**src/rtl/rr_encoder.sv**
```systemverilog
// rtl/rr_encoder.sv - 4-line round-robin request encoder with sticky pending bits and valid/ready output
module rr_encoder (
    input  logic clk,
    input  logic reset,
    input  logic enable,
    input  logic in0,
    input  logic in1,
    input  logic in2,
    input  logic in3,
    input  logic ready,
    output logic valid,
    output logic addr0,
    output logic addr1,
    output logic overrun
);

    typedef enum logic {
        IDLE = 1'b0,
        HOLD = 1'b1
    } state_t;

    state_t     state, state_n;
    logic [3:0] pend, pend_n;
    logic [3:0] req;
    logic [3:0] clr;
    logic [1:0] ptr, ptr_n;
    logic [1:0] addr, addr_n;
    logic [1:0] cand;
    logic [1:0] sel;
    logic       found;
    logic       valid_n;
    logic       overrun_n;

    assign req   = enable ? {in3, in2, in1, in0} : 4'b0000;
    assign addr0 = addr[0];
    assign addr1 = addr[1];

    always_comb begin
        state_n = state;
        ptr_n   = ptr;
        addr_n  = addr;
        valid_n = valid;
        clr     = 4'b0000;
        found   = 1'b0;
        sel     = ptr;
        cand    = ptr;
        case (state)
            IDLE: begin
                // Search from the pointer upward, wrapping naturally in 2 bits.
                for (int j = 0; j < 4; j++) begin
                    cand = ptr + 2'(j);
                    if (!found && pend[cand]) begin
                        found = 1'b1;
                        sel   = cand;
                    end
                end
                if (found) begin
                    addr_n  = sel;
                    valid_n = 1'b1;
                    state_n = HOLD;
                end
            end
            HOLD: begin
                if (ready) begin
                    clr     = 4'b0001 << addr;
                    valid_n = 1'b0;
                    ptr_n   = addr + 2'd1;
                    state_n = IDLE;
                end
            end
            default: state_n = IDLE;
        endcase
        // A new request on the bit being cleared wins over the clear.
        pend_n    = (pend & ~clr) | req;
        overrun_n = |(req & pend & ~clr);
    end

    always_ff @(posedge clk) begin
        if (reset) begin
            state   <= IDLE;
            pend    <= 4'b0000;
            ptr     <= 2'd0;
            addr    <= 2'd0;
            valid   <= 1'b0;
            overrun <= 1'b0;
        end else begin
            state   <= state_n;
            pend    <= pend_n;
            ptr     <= ptr_n;
            addr    <= addr_n;
            valid   <= valid_n;
            overrun <= overrun_n;
        end
    end

endmodule

```
**config.mk**
```make
export PLATFORM = sky130hd
export DESIGN_NAME = rr_encoder
export DESIGN_NICKNAME = d
export VERILOG_FILES = /design/src/rtl/rr_encoder.sv
export SDC_FILE = /design/constraint.sdc
export NUM_CORES = 1
export LEC_CHECK = 0
export CORE_AREA = 4 4 41 43
export DETAILED_ROUTE_END_ITERATION = 10
export DIE_AREA = 0 0 45 47
export GPL_ROUTABILITY_DRIVEN = 0
export PLACE_DENSITY = 0.7
export SLEW_MARGIN = 20
export SYNTH_ARGS = -nofsm -noshare
export SYNTH_HDL_FRONTEND = slang
export SYNTH_SLANG_ARGS = --single-unit
```
**constraint.sdc**
```tcl
create_clock -name clk -period 1.21 [get_ports clk]
set_input_delay 0.121 -clock clk [delete_from_list [all_inputs] [get_ports clk]]
set_output_delay 0.121 -clock clk [all_outputs]
set_load 0.1 [all_outputs]
```
---- After elaboration in Yosys (flattened, before gate mapping) ----
Cells that the tools add are included.
word-level totals
  bits in registers ....................... 11
  input bits .............................. 8
  output and inout bits ................... 4
cells by class
  add/sub/neg operators ................... 4
  magnitude comparators ................... 4
  equality and inequality tests ........... 2
  shifts and indexed selects .............. 1
  multiplexer cells ....................... 28
  bitwise logic cells ..................... 6
  reductions and logical operators ........ 10
operator list
  operator                                                              count
  1-bit 2-to-1 mux                                                      16
  4-bit AND                                                             3
  2-bit by 3-bit < comparator with 1-bit output, second input constant  4
  4-bit 2-to-1 mux                                                      3
  1-bit binary-select mux with 2-bit select                             4
  2-bit 2-to-1 mux                                                      3
  2-bit AND reduction                                                   3
  2-bit by 1-bit adder with 2-bit output, second input constant         2
  2-bit adder, second input constant                                    2
  2-bit != test, second input constant                                  2
  4-bit inverter                                                        1
  4-bit bitwise OR                                                      1
  1-bit case mux with 2 select lines                                    2
  4-bit OR reduction                                                    1
  1-bit by 2-bit << shifter with 4-bit output, first input constant     1
  1-bit logical AND                                                     3
  1-bit logical NOT                                                     3
  1-bit inverter                                                        1

---- Longest topological paths before layout ----
  word-level depth ........................ 18
  mapped depth ............................ 5
  mapped depth without buffers ............ 5

---- Worst setup path before layout ----
No wires, ideal clock.
  kind .................................... register to register
  start point ............................. reg addr[0]
  end point ............................... reg overrun
  setup time .............................. 0.075 ns
  arrival ................................. 1.719 ns
  data required time ...................... 1.135 ns
  slack ................................... -0.583 ns
  stages on the path, launching flop included .. 6
  path buffers ............................ 0
  period minus slack after synthesis ...... 1.793 ns
  path through ............................ dfxtp_1 > inv_1 > ha_1 > nand2_1 > nand4_1 > a31oi_1
between the ends
  cells in the longest elaborated chain, start to end .. 6
RTL lines
  item                                         line  text
  start, declared                              27    logic [1:0] addr, addr_n;
  start signal, assigned                       90    addr <= addr_n;
  1-bit by 2-bit << shifter with 4-bit output  65    clr = 4'b0001 << addr;
  4-bit 2-to-1 mux                             64    if (ready) begin
  4-bit 2-to-1 mux                             47    case (state)
  4-bit inverter                               75    overrun_n = |(req & pend & ~clr);
  4-bit AND                                    75
  4-bit OR reduction                           75
  end signal, assigned                         92    overrun <= overrun_n;
  end, declared                                14    output logic overrun
Every way passes these cells.
A chain may end at the register's enable or synchronous reset.

---- Worst setup path after layout ----
  start point ............................. reg pend[3]
  end point ............................... reg addr[1]
between the ends
  cells in the longest elaborated chain, start to end .. 17
RTL lines
  item                                       line  text
  start, declared                            23    logic [3:0] pend, pend_n;
  start signal, assigned                     88    pend <= pend_n;
  1-bit binary-select mux with 2-bit select  52    if (!found && pend[cand]) begin
  1-bit 2-to-1 mux (implied by the code)     52
  1-bit 2-to-1 mux                           52
  1-bit 2-to-1 mux                           47
  1-bit logical NOT                          52
  1-bit logical AND                          52
  1-bit 2-to-1 mux                           52
  1-bit 2-to-1 mux                           47
  1-bit logical NOT                          52
  1-bit logical AND                          52
  1-bit 2-to-1 mux                           52
  1-bit 2-to-1 mux                           47
  1-bit logical NOT                          52
  1-bit logical AND                          52
  1-bit 2-to-1 mux                           52
  1-bit 2-to-1 mux                           47
  2-bit AND reduction (no line)              --
Parallel ways exist; a longest one is shown, timed or not. The select of a mux whose other input is x is not followed.

==> out/results.txt <==
num rows = 13
vias per cell = 5.42
GRT overflow = 0
Relative slew margins = 0.811
PortBufs = 11
main flop type after synthesis = dfxtp_1
fin area = 841 sq um
power share of the clock group = 0.242
status = completed
Startpoint Class = flip-flop
post-layout min period = 1.12 ns
synth top area cells = dfxtp_1, ha_1, nor2_1
crit path kind = reg -> reg
Die Area = 2120 sq um
RSZ-0062 raised after global routing = no
CORE AREA = 1300 sq um
Crit-path slowest cell = dfxtp_2
Hold WC Path Type = in -> reg
area grow syn2layout = 47.7%
Post-Syn Instances = 69
area post-placement = 802 sq um
global-route wire length before repair = 2330 um
number of synthesized flops with an enable pin = 0
Slew @ Worst Pin = 0.283 ns
nature of the critical path endpoint = flip-flop
register area share after synthesis = 0.387
pin count of the biggest net entering global routing = 8
sequential share of power = 0.427
Slew Viols, Final = 0
Filler Cell Count = 125
Pwr Density = 1240 nW/um^2
GR Util All Layers = 0.156
critical path required time = 1.38 ns
Setup Skew = 0.00350 ns
syn_area_per_cell = 8.25 sq um
CTS tree = done
initial drt markers = 6
placed cells = 101
post-synth design cell area = 569 sq um
switching pwr = 0.365 mW
worst hold margin = 0.489 ns
YS warnings = 0
DP HPWL = 1080 um
Diodes inserted = 0
Final #Nets = 103
Clock Latency Late Sink = 0.27 ns
die height = 47 um
Pleak = 0.336 nW
Initial Util = 0.438
initial antenna violation count = 0
Final Hold Vio Count = 0
drt first pass iters = 5
CP delay by family, top = compound AO/OA/AOI/OAI gates
drt wl/cell = 13.6 um
layout cells sized above 1 = 0.300
overall routed net length = 1430 um
Period Utilization, post-route = 0.926
CP bufs+invs = 0
vias in the first global route = 575
cts hold-fix bufs = 0
CP Data Arrival Time = 1.29 ns
final worst setup slack = 0.0894 ns
Crit path largest cell delay = 0.42 ns
FF+latch count, synth = 11
f_max = 0.892 GHz
root buf cell = clkbuf_4
Combinational Power Share = 0.331
H-tree Lvls = 1
top-level port count = 12
post-route ant nets = 0
Sw Share = 0.350
TritonCTS Sinks = 11
Max VDD drop = 0.649 mV
DP Worst Slack = -0.149 ns
total vias in the final route = 569
max-cap viol count = 0
crit-path max FO = 7
Synth area leader = dfxtp_1
cell-internal power = 0.678 mW
fraction of registers with async set/reset = 0
CTS max path bufs = 2
Clk pin slew, worst setup/hold paths = 0.07 ns
Power, Total = 1.04 mW
Setup Viol. Count Final = 0
Die W = 45 um
final cell count without fillers = 105
Num CTS Buffers = 3
syn nets = 81
crit-path cells = o21ai_2 -> a211o_1 -> a311oi_2
r2r setup slk = 0.09 ns
Unique masters post-synth = 25
DRC Markers = 0
share of the synthesized area in the top cell type = 0.387
==> per-layer routing <==
layer  up-vias  GRT usage  wire, um
met5         -          0         0
met4         0     0.0936        19
met3         4     0.0460        80
met2        15      0.268       733
met1       261      0.170       592
li1        289          -         -
==> power by group through the flow <==
stage	combinational, mW	clock [mW]	sequential (mW)
after floorplan	0.112	0	0.535
after global placement	0.340	0	0.445
after detailed placement	0.343	0	0.447
after CTS	0.344	0.261	0.439
after global routing	0.372	0.290	0.452
final	0.346	0.252	0.445
==> worst min-delay path, cell delays in order <==
cell             delay [ns]
clkdlybuf4s50_1        0.42
nand4_1                0.10
a31oi_1                0.07
==> kinds of logic after synthesis <==
group	Yosys count	synth area share
fa+ha+maj	4	0.0879
flops	11	0.387
compound gates	20	0.257
simple gates	25	0.207
buf+inv	9	0.0615
==> final timing paths <==
check | start | cells past startpoint | endpoint
min reg2reg | valid | 2 | valid
min | in2 | 3 | overrun
max | pend[3] | 3 | addr[1]
max reg2reg | pend[3] | 3 | addr[1]
==> flip-flops by register name (all words and copies together) (netlist names) <==
signal and flops:
pend 4, addr 2, ptr 2, overrun 1, state 1, valid 1
==> synthesized netlist by cell type (2+ instances only) <==
cell	number
a22oi_1	4
nand4_1	2
a211o_1	2
ha_1	4
clkbuf_1	2
nor2_1	10
inv_1	6
nand2_1	7
a21oi_1	6
dfxtp_1	11
==> what timing repair did <==
| item | CTS | global route |
|---|---|---|
| resized for setup | 0 | 4 |
| setup endpoints to repair | 0 | 4 |
| hold endpoints to repair | 0 | 0 |
| buffers inserted | 0 | 0 |
==> stage by stage <==
| step | TNS (ns) | util |
|---|---|---|
| 2_1_floorplan | -0.00458 | - |
| 3_3_place_gp | -0.211 | 0.616 |
| 3_5_place_dp | -0.270 | 0.616 |
| 4_1_cts | 0 | 0.637 |
| 5_1_grt | 0 | 0.646 |
| 6_report | 0 | 0.646 |
==> layout by cell type (no fill, tap or decap), drive strengths merged <==
| cell type | Yosys | final |
|---|---|---|
| clkdlybuf4s50 | 0 | 7 |
| a31oi | 1 | 1 |
| a211oi | 1 | 1 |
| o221ai | 1 | 1 |
| nor4 | 1 | 1 |
| and2 | 1 | 1 |
| o21ai | 2 | 2 |
| dfxtp | 11 | 11 |
| nor2 | 11 | 11 |
| ha | 4 | 4 |
| a21oi | 6 | 6 |
| a22oi | 4 | 4 |
| a211o | 2 | 2 |
| inv | 6 | 6 |
| nor2b | 1 | 1 |
| nand3 | 1 | 1 |
| nand2 | 7 | 7 |
| nand4 | 2 | 2 |
| clkbuf | 2 | 4 |
| a311oi | 1 | 1 |
| buf | 1 | 13 |
| o32ai | 1 | 1 |
| a41oi | 1 | 1 |
| nor3 | 1 | 1 |
==> cell type report <==
cell class	instances	area [sq um]	area share
timing repair buffer	20	218	0.259
multi-input combinational	49	323	0.384
tap	15	18.8	0.0223
clock buffer	4	26.3	0.0313
inverter	6	22.5	0.0268
sequential	11	233	0.277
No activity file was read; power rests on OpenSTA's default activity.
